`config.mk`:
```
export PLATFORM = sky130hd
export DESIGN_NAME = execute_unit_flat
export DESIGN_NICKNAME = d
export VERILOG_FILES = /design/src/rtl/execute_unit_if.sv /design/src/rtl/execute_unit.sv /design/src/flat_wrapper.sv
export SDC_FILE = /design/constraint.sdc
export NUM_CORES = 1
export LEC_CHECK = 0
export BUFFER_PORTS_ARGS = -buffer_cell sky130_fd_sc_hd__buf_4
export CORE_MARGIN = 5
export CORE_UTILIZATION = 60
export DETAILED_ROUTE_END_ITERATION = 7
export HOLD_SLACK_MARGIN = 0.05
export PLACE_DENSITY = 0.94
export SKIP_LAST_GASP = 1
export SYNTH_ARGS = -nofsm -noshare
export SYNTH_HDL_FRONTEND = slang
export SYNTH_SLANG_ARGS = --single-unit
export TNS_END_PERCENT = 10
```
`constraint.sdc`:
```
create_clock -name clk -period 16.3 [get_ports clk]
set_input_delay 0.815 -clock clk [delete_from_list [all_inputs] [get_ports clk]]
set_output_delay 0.815 -clock clk [all_outputs]
set_load 0.02 [all_outputs]
```
`src/rtl/execute_unit_if.sv`:
```
// Operand/result bundle for the four-unit execute stage.
// Operands are {data[20:5], tag[4:0]}; ALU/MUL results are {result, R1 tag, R0 tag}.
interface execute_unit_if;
  logic [20:0] A0_R0;
  logic [20:0] A0_R1;
  logic [4:0]  A0_Rd_tag_in;
  logic [4:0]  A0_imm;
  logic        A0_imm_sel;
  logic [3:0]  A0_op;

  logic [20:0] A1_R0;
  logic [20:0] A1_R1;
  logic [4:0]  A1_Rd_tag_in;
  logic [4:0]  A1_imm;
  logic        A1_imm_sel;
  logic [3:0]  A1_op;

  logic [20:0] M_R0;
  logic [20:0] M_R1;
  logic [4:0]  M_Rd_tag_in;
  logic [4:0]  M_imm;
  logic        M_imm_sel;

  logic [20:0] LS_R0;
  logic [20:0] LS_R1;
  logic [4:0]  LS_Rd_tag_in;

  logic [25:0] A0_res;
  logic [25:0] A1_res;
  logic [25:0] M_res;
  logic [4:0]  A0_Rd_tag_out;
  logic [4:0]  A1_Rd_tag_out;
  logic [4:0]  M_Rd_tag_out;
  logic [4:0]  LS_Rd_tag_out;
  logic [7:0]  LS_data;
  logic [4:0]  LS_tag;
  logic [20:0] LS_addr;

  modport master (
    output A0_R0, A0_R1, A0_Rd_tag_in, A0_imm, A0_imm_sel, A0_op,
    output A1_R0, A1_R1, A1_Rd_tag_in, A1_imm, A1_imm_sel, A1_op,
    output M_R0, M_R1, M_Rd_tag_in, M_imm, M_imm_sel,
    output LS_R0, LS_R1, LS_Rd_tag_in,
    input  A0_res, A1_res, M_res,
    input  A0_Rd_tag_out, A1_Rd_tag_out, M_Rd_tag_out, LS_Rd_tag_out,
    input  LS_data, LS_tag, LS_addr
  );

  modport slave (
    input  A0_R0, A0_R1, A0_Rd_tag_in, A0_imm, A0_imm_sel, A0_op,
    input  A1_R0, A1_R1, A1_Rd_tag_in, A1_imm, A1_imm_sel, A1_op,
    input  M_R0, M_R1, M_Rd_tag_in, M_imm, M_imm_sel,
    input  LS_R0, LS_R1, LS_Rd_tag_in,
    output A0_res, A1_res, M_res,
    output A0_Rd_tag_out, A1_Rd_tag_out, M_Rd_tag_out, LS_Rd_tag_out,
    output LS_data, LS_tag, LS_addr
  );
endinterface

```
`src/rtl/execute_unit.sv`:
```
// Execute stage: two ALUs, a saturating multiplier and a load/store former,
// each a purely combinational unit followed by a single result register.
module execute_unit (
  input  logic         clk,
  input  logic         rst,
  execute_unit_if.slave bus
);

  function automatic logic [15:0] operandB(input logic [20:0] r1,
                                           input logic [4:0]  imm,
                                           input logic        immSel);
    return immSel ? {11'b0, imm} : r1[20:5];
  endfunction

  function automatic logic [25:0] packRes(input logic [15:0] result,
                                          input logic [20:0] r0,
                                          input logic [20:0] r1,
                                          input logic        immSel);
    return {result, r1[4:0] & ~{5{immSel}}, r0[4:0]};
  endfunction

  // Rotate is taken from the upper half of a doubled word so a zero amount needs no special case.
  function automatic logic [15:0] aluCompute(input logic [3:0]  op,
                                             input logic [15:0] a,
                                             input logic [15:0] b);
    logic [31:0] rot;
    logic [15:0] sra;
    logic [15:0] res;
    rot = {a, a} << b[3:0];
    sra = $signed(a) >>> b[3:0];
    case (op)
      4'd0:    res = a + b;
      4'd1:    res = a - b;
      4'd2:    res = a & b;
      4'd3:    res = a | b;
      4'd4:    res = a ^ b;
      4'd5:    res = ~(a & b);
      4'd6:    res = ~(a | b);
      4'd7:    res = ~(a ^ b);
      4'd8:    res = a << b[3:0];
      4'd9:    res = a >> b[3:0];
      4'd10:   res = sra;
      4'd11:   res = rot[31:16];
      4'd12:   res = b;
      4'd13:   res = (a < b) ? 16'h0001 : 16'h0000;
      4'd14:   res = ~a;
      default: res = 16'h0000;
    endcase
    return res;
  endfunction

  function automatic logic [15:0] mulSat(input logic [15:0] a,
                                         input logic [15:0] b);
    logic [31:0] product;
    product = a * b;
    return (|product[31:16]) ? 16'hFFFF : product[15:0];
  endfunction

  logic [25:0] a0Res_q, a0Res_d;
  logic [25:0] a1Res_q, a1Res_d;
  logic [25:0] mRes_q, mRes_d;
  logic [4:0]  a0Rd_q, a0Rd_d;
  logic [4:0]  a1Rd_q, a1Rd_d;
  logic [4:0]  mRd_q, mRd_d;
  logic [4:0]  lsRd_q, lsRd_d;
  logic [7:0]  lsData_q, lsData_d;
  logic [4:0]  lsTag_q, lsTag_d;
  logic [20:0] lsAddr_q, lsAddr_d;

  // Only the low byte of store data is consumed; the upper byte is dropped here.
  logic unusedLsBits;
  assign unusedLsBits = ^bus.LS_R1[20:13];

  always_comb begin
    a0Res_d = packRes(aluCompute(bus.A0_op, bus.A0_R0[20:5],
                                 operandB(bus.A0_R1, bus.A0_imm, bus.A0_imm_sel)),
                      bus.A0_R0, bus.A0_R1, bus.A0_imm_sel);
    a1Res_d = packRes(aluCompute(bus.A1_op, bus.A1_R0[20:5],
                                 operandB(bus.A1_R1, bus.A1_imm, bus.A1_imm_sel)),
                      bus.A1_R0, bus.A1_R1, bus.A1_imm_sel);
    mRes_d  = packRes(mulSat(bus.M_R0[20:5],
                             operandB(bus.M_R1, bus.M_imm, bus.M_imm_sel)),
                      bus.M_R0, bus.M_R1, bus.M_imm_sel);
    a0Rd_d   = bus.A0_Rd_tag_in;
    a1Rd_d   = bus.A1_Rd_tag_in;
    mRd_d    = bus.M_Rd_tag_in;
    lsRd_d   = bus.LS_Rd_tag_in;
    lsAddr_d = bus.LS_R0;
    lsData_d = bus.LS_R1[12:5];
    lsTag_d  = bus.LS_R1[4:0];
  end

  // Reset flushes every unit's in-flight result at once.
  always_ff @(posedge clk) begin
    if (rst) begin
      a0Res_q  <= '0;
      a1Res_q  <= '0;
      mRes_q   <= '0;
      a0Rd_q   <= '0;
      a1Rd_q   <= '0;
      mRd_q    <= '0;
      lsRd_q   <= '0;
      lsData_q <= '0;
      lsTag_q  <= '0;
      lsAddr_q <= '0;
    end else begin
      a0Res_q  <= a0Res_d;
      a1Res_q  <= a1Res_d;
      mRes_q   <= mRes_d;
      a0Rd_q   <= a0Rd_d;
      a1Rd_q   <= a1Rd_d;
      mRd_q    <= mRd_d;
      lsRd_q   <= lsRd_d;
      lsData_q <= lsData_d;
      lsTag_q  <= lsTag_d;
      lsAddr_q <= lsAddr_d;
    end
  end

  assign bus.A0_res        = a0Res_q;
  assign bus.A1_res        = a1Res_q;
  assign bus.M_res         = mRes_q;
  assign bus.A0_Rd_tag_out = a0Rd_q;
  assign bus.A1_Rd_tag_out = a1Rd_q;
  assign bus.M_Rd_tag_out  = mRd_q;
  assign bus.LS_Rd_tag_out = lsRd_q;
  assign bus.LS_data       = lsData_q;
  assign bus.LS_tag        = lsTag_q;
  assign bus.LS_addr       = lsAddr_q;

endmodule

```
`src/flat_wrapper.sv`:
```
// flat-port wrapper written by rule: the top's interface ports become plain ports
module execute_unit_flat 
  (clk, rst, bus_A0_R0, bus_A0_R1, bus_A0_Rd_tag_in, bus_A0_imm, bus_A0_imm_sel, bus_A0_op, bus_A1_R0, bus_A1_R1, bus_A1_Rd_tag_in, bus_A1_imm, bus_A1_imm_sel, bus_A1_op, bus_M_R0, bus_M_R1, bus_M_Rd_tag_in, bus_M_imm, bus_M_imm_sel, bus_LS_R0, bus_LS_R1, bus_LS_Rd_tag_in, bus_A0_res, bus_A1_res, bus_M_res, bus_A0_Rd_tag_out, bus_A1_Rd_tag_out, bus_M_Rd_tag_out, bus_LS_Rd_tag_out, bus_LS_data, bus_LS_tag, bus_LS_addr);
  execute_unit_if bus_i ();
  input  logic clk;
  input  logic rst;
  input wire logic [$bits(bus_i.A0_R0)-1:0] bus_A0_R0;
  input wire logic [$bits(bus_i.A0_R1)-1:0] bus_A0_R1;
  input wire logic [$bits(bus_i.A0_Rd_tag_in)-1:0] bus_A0_Rd_tag_in;
  input wire logic [$bits(bus_i.A0_imm)-1:0] bus_A0_imm;
  input wire logic [$bits(bus_i.A0_imm_sel)-1:0] bus_A0_imm_sel;
  input wire logic [$bits(bus_i.A0_op)-1:0] bus_A0_op;
  input wire logic [$bits(bus_i.A1_R0)-1:0] bus_A1_R0;
  input wire logic [$bits(bus_i.A1_R1)-1:0] bus_A1_R1;
  input wire logic [$bits(bus_i.A1_Rd_tag_in)-1:0] bus_A1_Rd_tag_in;
  input wire logic [$bits(bus_i.A1_imm)-1:0] bus_A1_imm;
  input wire logic [$bits(bus_i.A1_imm_sel)-1:0] bus_A1_imm_sel;
  input wire logic [$bits(bus_i.A1_op)-1:0] bus_A1_op;
  input wire logic [$bits(bus_i.M_R0)-1:0] bus_M_R0;
  input wire logic [$bits(bus_i.M_R1)-1:0] bus_M_R1;
  input wire logic [$bits(bus_i.M_Rd_tag_in)-1:0] bus_M_Rd_tag_in;
  input wire logic [$bits(bus_i.M_imm)-1:0] bus_M_imm;
  input wire logic [$bits(bus_i.M_imm_sel)-1:0] bus_M_imm_sel;
  input wire logic [$bits(bus_i.LS_R0)-1:0] bus_LS_R0;
  input wire logic [$bits(bus_i.LS_R1)-1:0] bus_LS_R1;
  input wire logic [$bits(bus_i.LS_Rd_tag_in)-1:0] bus_LS_Rd_tag_in;
  output wire logic [$bits(bus_i.A0_res)-1:0] bus_A0_res;
  output wire logic [$bits(bus_i.A1_res)-1:0] bus_A1_res;
  output wire logic [$bits(bus_i.M_res)-1:0] bus_M_res;
  output wire logic [$bits(bus_i.A0_Rd_tag_out)-1:0] bus_A0_Rd_tag_out;
  output wire logic [$bits(bus_i.A1_Rd_tag_out)-1:0] bus_A1_Rd_tag_out;
  output wire logic [$bits(bus_i.M_Rd_tag_out)-1:0] bus_M_Rd_tag_out;
  output wire logic [$bits(bus_i.LS_Rd_tag_out)-1:0] bus_LS_Rd_tag_out;
  output wire logic [$bits(bus_i.LS_data)-1:0] bus_LS_data;
  output wire logic [$bits(bus_i.LS_tag)-1:0] bus_LS_tag;
  output wire logic [$bits(bus_i.LS_addr)-1:0] bus_LS_addr;
  assign bus_i.A0_R0 = bus_A0_R0;
  assign bus_i.A0_R1 = bus_A0_R1;
  assign bus_i.A0_Rd_tag_in = bus_A0_Rd_tag_in;
  assign bus_i.A0_imm = bus_A0_imm;
  assign bus_i.A0_imm_sel = bus_A0_imm_sel;
  assign bus_i.A0_op = bus_A0_op;
  assign bus_i.A1_R0 = bus_A1_R0;
  assign bus_i.A1_R1 = bus_A1_R1;
  assign bus_i.A1_Rd_tag_in = bus_A1_Rd_tag_in;
  assign bus_i.A1_imm = bus_A1_imm;
  assign bus_i.A1_imm_sel = bus_A1_imm_sel;
  assign bus_i.A1_op = bus_A1_op;
  assign bus_i.M_R0 = bus_M_R0;
  assign bus_i.M_R1 = bus_M_R1;
  assign bus_i.M_Rd_tag_in = bus_M_Rd_tag_in;
  assign bus_i.M_imm = bus_M_imm;
  assign bus_i.M_imm_sel = bus_M_imm_sel;
  assign bus_i.LS_R0 = bus_LS_R0;
  assign bus_i.LS_R1 = bus_LS_R1;
  assign bus_i.LS_Rd_tag_in = bus_LS_Rd_tag_in;
  assign bus_A0_res = bus_i.A0_res;
  assign bus_A1_res = bus_i.A1_res;
  assign bus_M_res = bus_i.M_res;
  assign bus_A0_Rd_tag_out = bus_i.A0_Rd_tag_out;
  assign bus_A1_Rd_tag_out = bus_i.A1_Rd_tag_out;
  assign bus_M_Rd_tag_out = bus_i.M_Rd_tag_out;
  assign bus_LS_Rd_tag_out = bus_i.LS_Rd_tag_out;
  assign bus_LS_data = bus_i.LS_data;
  assign bus_LS_tag = bus_i.LS_tag;
  assign bus_LS_addr = bus_i.LS_addr;
  execute_unit u_core (.clk(clk), .rst(rst), .bus(bus_i));
endmodule
```
### After elaboration in Yosys (flattened, before gate mapping)

Cells that the tools add are included.

* register bits: 132
* bits of input ports: 216
* word-level logic and storage cells: 84

* reduce and logical (&&, ||, !) cells: 3
* multipliers: 1
* add/subtract/negate cells: 4
* shift operators: 8
* bitwise gates (word level): 20
* order comparisons: 2
* multiplexer cells: 8
* equal/unequal tests: 28

Operator list (count)
* $pmux 16 s15: 2
* $not 16->16: 8
* $mux 16: 4
* $shl 32x4->32: 2
* $eq 4x4->1 const B: 14
* $add 16x16->16: 2
* $and 16x16->16: 2
* $eq 4x3->1 const B: 8
* $lt 16x16->1: 2
* $mul 16x16->32: 1
* $or 16x16->16: 2
* $shl 16x4->16: 2
* $shr 16x4->16: 2
* $sshr 16x4->16: 2
* $sub 16x16->16: 2
* $xor 16x16->16: 2
* $eq 4x2->1 const B: 4
* $reduce_or 16->1: 1
* $and 5x5->5: 3
* $not 5->5: 3
* $eq 4x1->1 const B: 2
* $logic_not 4->1: 2
* $mux 1: 2

### Depth between registers and ports, before layout

Gate-level depths: netlist of run 1.

* depth in word-level cells: 4
* depth in mapped cells: 28
* gate-level depth less buffers: 23

### Worst setup path before layout of run 1

OpenSTA, ideal clock, no wires.

* kind: input -> register
* start point: input bus_M_imm_sel
* end point: register u_core.mRes_q[19] (netlist: u_core.bus.M_res[19])
* path buffers: 4
* cell stages on the path: 25
* arrival time: 7.581 ns
* setup slack: 8.644 ns
* library setup time: 0.074 ns
* path through: clkbuf_1 -> clkbuf_1 -> mux2_2 -> clkbuf_1 -> nand2_1 -> fa_1 -> fa_1 -> inv_1 -> fa_1 -> fa_1 -> fa_1 -> inv_1 -> fa_1 -> inv_1 -> ha_1 -> a21o_1 -> a31o_1 -> or3_1 -> o21ai_1 -> o2111ai_1 -> a221oi_1 -> xnor2_1 -> clkbuf_1 -> nor2_1 -> a31oi_1

* cells in the longest elaborated chain, start to end: 4

RTL lines
* from (decl): RTL line flat_wrapper.sv:23 `input wire logic [$bits(bus_i.M_imm_sel)-1:0] bus_M_imm_sel;`
* $mux 16 (*): RTL line execute_unit.sv:12 `return immSel ? {11'b0, imm} : r1[20:5];`
* $mul 16x16->32 (*): RTL line execute_unit.sv:55 `product = a * b;`
* $reduce_or 16->1: RTL line execute_unit.sv:56 `return (|product[31:16]) ? 16'hFFFF : product[15:0];`
* $mux 16 (*): RTL line execute_unit.sv:56
* to (signal assigned): RTL line execute_unit.sv:109 `mRes_q <= mRes_d;`
* to (decl): RTL line execute_unit.sv:61 `logic [25:0] mRes_q, mRes_d;`

Every way passes the cells marked *; elsewhere a longest branch is shown, timed or not.
A chain may end at the register's enable or synchronous reset.

### Final worst setup path of run 1

* start point: input bus_M_imm_sel
* end point: register u_core.mRes_q[23] (netlist: u_core.bus.M_res[23])

Same word-level chain as after synthesis.

==> metrics.md, run 1 <==
| Metric | Value |
|---|---|
| Postcts setup bufs | 0 |
| Share of layout cells above drive strength 1 | 15.7% |
| Failing checks | design-rule violations |
| Nets | around 3600 |
| CP max stage cell | nor2b_1 |
| Crit share post-route | 49.8% |
| Grt ovf | 0 |
| Max-cap violations | 0 |
| Crit path DAT | 8410 ps |
| Min-Delay Path Class | input port to register |
| GPL Wtd Cong | 1.04 |
| Sequential fraction of the synthesis area | between 10% and 20% |
| Crit path top cell by count | fa_1 |
| Final HPWL from detailed placement | 60700 microns |
| Power Density | 115 nW/um^2 |
| Synth unique cells | 87 |
| Flops & latches, synth | 132 |
| CTS buffer count | 17 |
| Buf+Inv Stages, Crit Path | 3 |
| # fillers | approximately 2700 |
| Die Span X | approximately 200 microns |
| CTS H-tree lvls | 4 |
| EDFF count, synth | 0 |
| Critical path's top delay family | adder cells |
| Final WS setup | roughly 8200 ps |
| Vias/cell | 6.64 |
| Vias in the first global route | 22800 |
| CP max stage delay | 980 ps |
| TritonCTS clock tree | yes |
| IO buf count | 339 |
| Mean post-synth cell area | 7.90 sq um |
| Critical setup path kind | input port to register |
| Post-CTS sizing | 0 |
| Via count | 22900 |
| Total Die Area | slightly above 40000 sq um |
| Critical path cell sequence | buf_4 -> nor2b_1 -> and2_1 -> fa_1 -> inv_1 -> fa_1 -> fa_1 -> fa_1 -> fa_1 -> inv_1 -> fa_1 -> ha_1 -> a21o_1 -> a21o_1 -> a21oi_1 -> o22ai_1 -> or4_1 -> nor4b_1 -> nand4_1 -> nor4_4 -> a31oi_1 |
| Cell Rows | 69 |
| Asr flop ratio synth | 0% |
| Area Growth Syn to Fin | 15.2% |
| RSZ-0062 raised after global routing | false |
| Largest net degree at the start of global routing | 69 |
| Slew @ Worst Pin | 1280 ps |
| First-pass GRT wire length | 124000 microns |
| Synth top area share | a little under a fifth |
| LEAKAGE | 11.7 nW |
| Period minus WS final | 8130 ps |
| WHS | 574 ps |
| Initial antenna violation count | 0 |
| Yosys warns | 0 |
| Synth Net Count | 3380 |
| Final Max Slew Viols | 0 |
| Post-Route WL | ~80000 microns |
| Largest cells by area after synthesis | fa_1 18%, dfxtp_1 12%, ha_1 12% |
| Clock input transition at the sequential cells of the worst setup and hold paths | about 70 ps |
| WL/cell | 23.3 microns |
| Crit. End Element | register |
| Number of diodes | 0 |
| Rel. slew slack | 14.3% |
| Core Area | roughly 36000 sq um |
| CTS Buffer Depth | 2 |
| Worst Path Max Fanout | 17 |
| Final ANT Viol Nets | 0 |
| Clock Tree Root | clkbuf_16 |
| Required @ worst endpoint | 16580 ps |
| Final Hold Viols | 0 |
| Ys flop type | dfxtp_1 |
| Post-synth top area cell | fa_1 |
| Mapped Area | between 20000 and 25000 sq um |
| Overall routing resource usage | between 30% and 40% |
| Total clock sinks | around 130 |
| Number of DRC markers in iteration 0 | 3038 |
| Ports | 348 |
| DR pass1 iterations | 8 |
| Setup TNS | 0 ps |
| Post-synth top cells | 306 x inv_1, 285 x nand2_1, 202 x ha_1, 198 x fa_1, 185 x nor2_1 |
| Die H | around 200 microns |
| Final setup vio count | 0 |
| Post-Place Setup Slack | 7580 ps |
| Max Freq | 123 MHz |
| Initial core utilization | 61.1% |
| DRC | 1 |
| Most common cell in the synthesized netlist | inv_1 |
| Status | finished, violations left |
| Mapped Cells | 2764 |
| Worst VDD drop | 0.150 mV |
| Post-CTS Hold Buffers | 0 |
| Startpoint class of the critical path | input port |
==> registers in the layout, summed over array words and instances (netlist names) <==
name and cells:
u_core.bus.A1_res 26, u_core.bus.M_Rd_tag_out 5, u_core.bus.LS_addr 21, u_core.bus.LS_data 8, u_core.bus.LS_Rd_tag_out 5, u_core.bus.M_res 26
u_core.bus.LS_tag 5, u_core.bus.A1_Rd_tag_out 5, u_core.bus.A0_Rd_tag_out 5, u_core.bus.A0_res 26
==> layout by cell type, fill, tap and decap left out, types with 8 or more instances in the layout <==
| cell type | count |
|---|---|
| xnor2_1 | 19 |
| a21oi_1 | 167 |
| o221ai_1 | 22 |
| inv_1 | 306 |
| a311oi_1 | 8 |
| a22oi_1 | 11 |
| nor4_1 | 12 |
| a21o_1 | 32 |
| o22ai_1 | 48 |
| o21ai_1 | 10 |
| mux2i_1 | 76 |
| a2111oi_0 | 10 |
| a211oi_1 | 28 |
| o21bai_1 | 16 |
| nor3_1 | 46 |
| nand2b_1 | 40 |
| a31oi_1 | 46 |
| nor2b_1 | 95 |
| nand2_1 | 285 |
| a221oi_1 | 19 |
| mux2_2 | 12 |
| mux4_2 | 29 |
| and2_1 | 152 |
| o21a_1 | 12 |
| buf_4 | 362 |
| o31ai_1 | 14 |
| o21ai_0 | 137 |
| dfxtp_1 | 132 |
| clkbuf_16 | 17 |
| o211ai_1 | 37 |
| fa_1 | 198 |
| ha_1 | 202 |
| a221o_1 | 12 |
| nand3_1 | 34 |
| nor2_1 | 185 |
==> per-stage QoR <==
step	instances	area [sq um]	util (%)	power (mW)
6_report	3452	25200	70.4	2.89
5_1_grt	3452	25200	70.4	3.09
4_1_cts	3451	25100	70.3	2.85
3_5_place_dp	3419	24500	68.6	2.43
3_3_place_gp	3419	24500	68.6	2.35
2_1_floorplan	2764	21800	-	1.84
==> layer usage <==
layer	GRT usage, %	vias to the layer above	part of all wire, %
met4	22.5	0	7.2
met2	62.7	1797	46
met1	46.2	10800	35
li1	-	9942	-
met3	7.79	422	12
met5	0	-	0
==> where the power goes <==
part	switching (mW)	internal (mW)	leakage (nW)	total [mW]
Combinational	1.29	0.840	10.3	2.13
Sequential	0.00680	0.345	1.10	0.352
Clock	0.186	0.221	0.300	0.407
Total	1.49	1.41	11.7	2.89
==> area by class of cell <==
cell class / count / area [sq um] / share of cell area, %
clock inverter: 15 / 183 / 0.726
inverter: 313 / 1170 / 4.67
tap: 461 / 577 / 2.29
timing repair buffer: 362 / 2720 / 10.8
sequential: 132 / 2640 / 10.5
clock buffer: 17 / 425 / 1.69
multi-input combinational: 2152 / 17400 / 69.3
==> path summary, 6_finish.rpt <==
path | startpoint | to | slack [ps] | depth (start not counted)
worst max-delay path | bus_M_imm_sel | u_core.bus.M_res[23] | 8170 | 21
worst min-delay path | bus_M_R1[1] | u_core.bus.M_res[6] | 570 | 2
==> cells by family after synthesis <==
logic type | after synthesis | share of synthesized area [%]
xor gates and xnor gates | 26 | 1.04
AOI/OAI and AO/OA | 706 | 21.2
adders and majority gates | 400 | 29.7
buffers and inverters | 480 | 8.36
and+or+nand+nor | 895 | 20.0
muxes | 125 | 7.58
DFF | 132 | 12.1
No activity file was read; power rests on OpenSTA's default activity.
==> run 2: changes to the inputs <==
--- a/config.mk
+++ b/config.mk
@@ -7,10 +7,10 @@
 export LEC_CHECK = 0
 export BUFFER_PORTS_ARGS = -buffer_cell sky130_fd_sc_hd__buf_4
 export CORE_MARGIN = 5
-export CORE_UTILIZATION = 60
+export CORE_UTILIZATION = 54
 export DETAILED_ROUTE_END_ITERATION = 7
 export HOLD_SLACK_MARGIN = 0.05
-export PLACE_DENSITY = 0.94
+export PLACE_DENSITY = 0.9
 export SKIP_LAST_GASP = 1
 export SYNTH_ARGS = -nofsm -noshare
 export SYNTH_HDL_FRONTEND = slang
==> constraint.sdc (replaced) <==
create_clock -name clk -period 6.7 [get_ports clk]
set_input_delay 0.335 -clock clk [delete_from_list [all_inputs] [get_ports clk]]
set_output_delay 0.335 -clock clk [all_outputs]
set_load 0.02 [all_outputs]
==> metrics.md, run 2 (synthesis gave the netlist of run 1 again) <==
| Metric | Value |
|---|---|
| CTS Buffer Depth | 2 |
| Met1 global-route usage | about 43% |
| Rel. slew slack | between 20 and 25% |
| WHS | 94.8 ps |
| Worst Path Max Fanout | 16 |
| WL/cell | around 23 microns |
| DR pass1 iterations | 8 |
| Met2 GRT Util | 55.5% |
| Status | finished, violations left |
| RSZ-0062 raised after global routing | false |
| CTS H-tree lvls | 4 |
| Startpoint class of the critical path | input port |
| Number of diodes | 0 |
| Number of DRC markers in iteration 0 | 2932 |
| Total clock sinks | around 130 |
| Final HPWL from detailed placement | 62900 microns |
| Postcts setup bufs | 0 |
| Overall routing resource usage | 34.9% |
| GR peak layer | met2 |
| GPL Wtd Cong | 1.06 |
| CTS buffer count | 17 |
| Initial core utilization | 54.8% |
| Critical path cell sequence | buf_4 -> mux2_2 -> buf_4 -> and2_1 -> fa_1 -> inv_1 -> fa_1 -> fa_1 -> fa_1 -> inv_1 -> fa_1 -> inv_1 -> fa_1 -> inv_1 -> ha_1 -> a21o_1 -> a31o_1 -> or3_1 -> o21ai_2 -> xor2_1 -> o311ai_0 -> nor4_4 -> buf_12 -> a31oi_1 |
| Pwr Total | 7.35 mW |
| Crit. End Element | register |
| Final Hold Viols | 0 |
| Cell Count, Final, Fillers Out | 3562 |
| Area Growth Syn to Fin | 17.6% |
| Core Area | ~40000 sq um |
| Clock input transition at the sequential cells of the worst setup and hold paths | 70 ps |
| Post-CTS sizing | 0 |
| DP Cell Count | 3530 |
| Slew @ Worst Pin | 1130 ps |
| CP max stage cell | fa_1 |
| Start point of the worst hold path | bus_M_R1[1] |
| Crit path from | bus_M_imm_sel |
| Power Density | 286 nW/um^2 |
| Critical setup path kind | input port to register |
| Post-Route WL | 80900 microns |
| Post-Place Setup Slack | -159 ps |
| Final WS setup | 242 ps |
| Commonest cells after routing, fill and taps aside | 402 x buf_4, 306 x inv_1, 285 x nand2_1, 200 x ha_1, 198 x fa_1 |
| Post-CTS Hold Buffers | 0 |
| Clock Tree Root | clkbuf_16 |
| Total Die Area | roughly 45000 sq um |
| Cell Rows | 73 |
| Crit share post-route | 96.4% |
| Setup TNS | 0 ps |
| Ports | 348 |
| GR Util met3 | 9.00% |
| Nets | 3640 |
| TritonCTS clock tree | yes |
| Die Span X | roughly 210 microns |
| Share of layout cells above drive strength 1 | around 17% |
| Failing checks | design-rule violations |
| Vias in the first global route | 22900 |
| CP max stage delay | 540 ps |
| DRC | 4 |
| Commonest non-fill, non-tap cell in the layout | buf_4 |
| Worst VDD drop | 0.507 mV |
| Die H | between 200 and 250 microns |
| Initial antenna violation count | 1 |
| Max-cap violations | 0 |
| First-pass GRT wire length | 125000 microns |
| Final setup vio count | 0 |
| Min-Delay Path Class | input port to register |
| Period minus WS final | ~6500 ps |
| Crit path DAT | just under 7000 ps |
| Final ANT Viol Nets | 0 |
| Largest net degree at the start of global routing | 78 |
| Crit path top cell by count | fa_1 |
| IO buf count | ~340 |
| Via count | 22900 |
| # fillers | between 3000 and 4000 |
| Vias/cell | 6.44 |
| Final Max Slew Viols | 0 |
| LEAKAGE | 12.0 nW |
| Grt ovf | 0 |
| Max Freq | 155 MHz |
| Required @ worst endpoint | roughly 7000 ps |
run 2: cell count changes in the layout (fill, tap and decap cells not counted), sizes merged:
cell | before | now
clkinvlp | 0 | 1
inv | 321 | 322
buf | 362 | 408
bufinv | 1 | 0
clkinv | 6 | 5
run 2: per-layer routing:
layer	up-vias	share of wire, %
li1	10100	-
met1	10800	36
met2	1681	45
met3	360	12
met4	2	6.3
met5	-	0.0087
run 2: final timing paths:
kind / endpoint / slack (ps) / cells after the start
worst max-delay path: u_core.bus.M_res[18] / 240 / 24
worst min-delay path: u_core.bus.M_res[6] / 90 / 2
run 2: final cells by class:
class / count / area (sq um) / share of cell area [%]
inverters: 313 / 1170 / 4.58
clock inverters: 15 / 175 / 0.682
repair buffers: 408 / 3140 / 12.2
clock buffers: 17 / 425 / 1.66
multi-input cells: 2152 / 17500 / 68.0
flip-flops and latches: 132 / 2640 / 10.3
well taps: 525 / 657 / 2.56
run 2: worst max-delay path: cells and delay by family:
| kind | cells | cell delay [ps] |
|---|---|---|
| fa+ha+maj | 7 | 3100 |
| compound gates | 5 | 1040 |
| simple gates | 3 | 850 |
| buf+inv | 7 | 720 |
| mux | 1 | 420 |
| xor+xnor | 1 | 240 |
run 2: stage by stage:
step	utilization, %	cell area (sq um)
2_1_floorplan	-	21900
3_3_place_gp	62.9	25100
3_5_place_dp	62.9	25100
4_1_cts	64.4	25700
5_1_grt	64.4	25700
6_report	64.4	25700
run 2: power by group:
part	switching (mW)	leakage (nW)	internal (mW)
clock network	0.446	0.292	0.505
registers	0.0221	1.10	0.839
logic	3.13	10.6	2.41
total	3.60	12.0	3.75
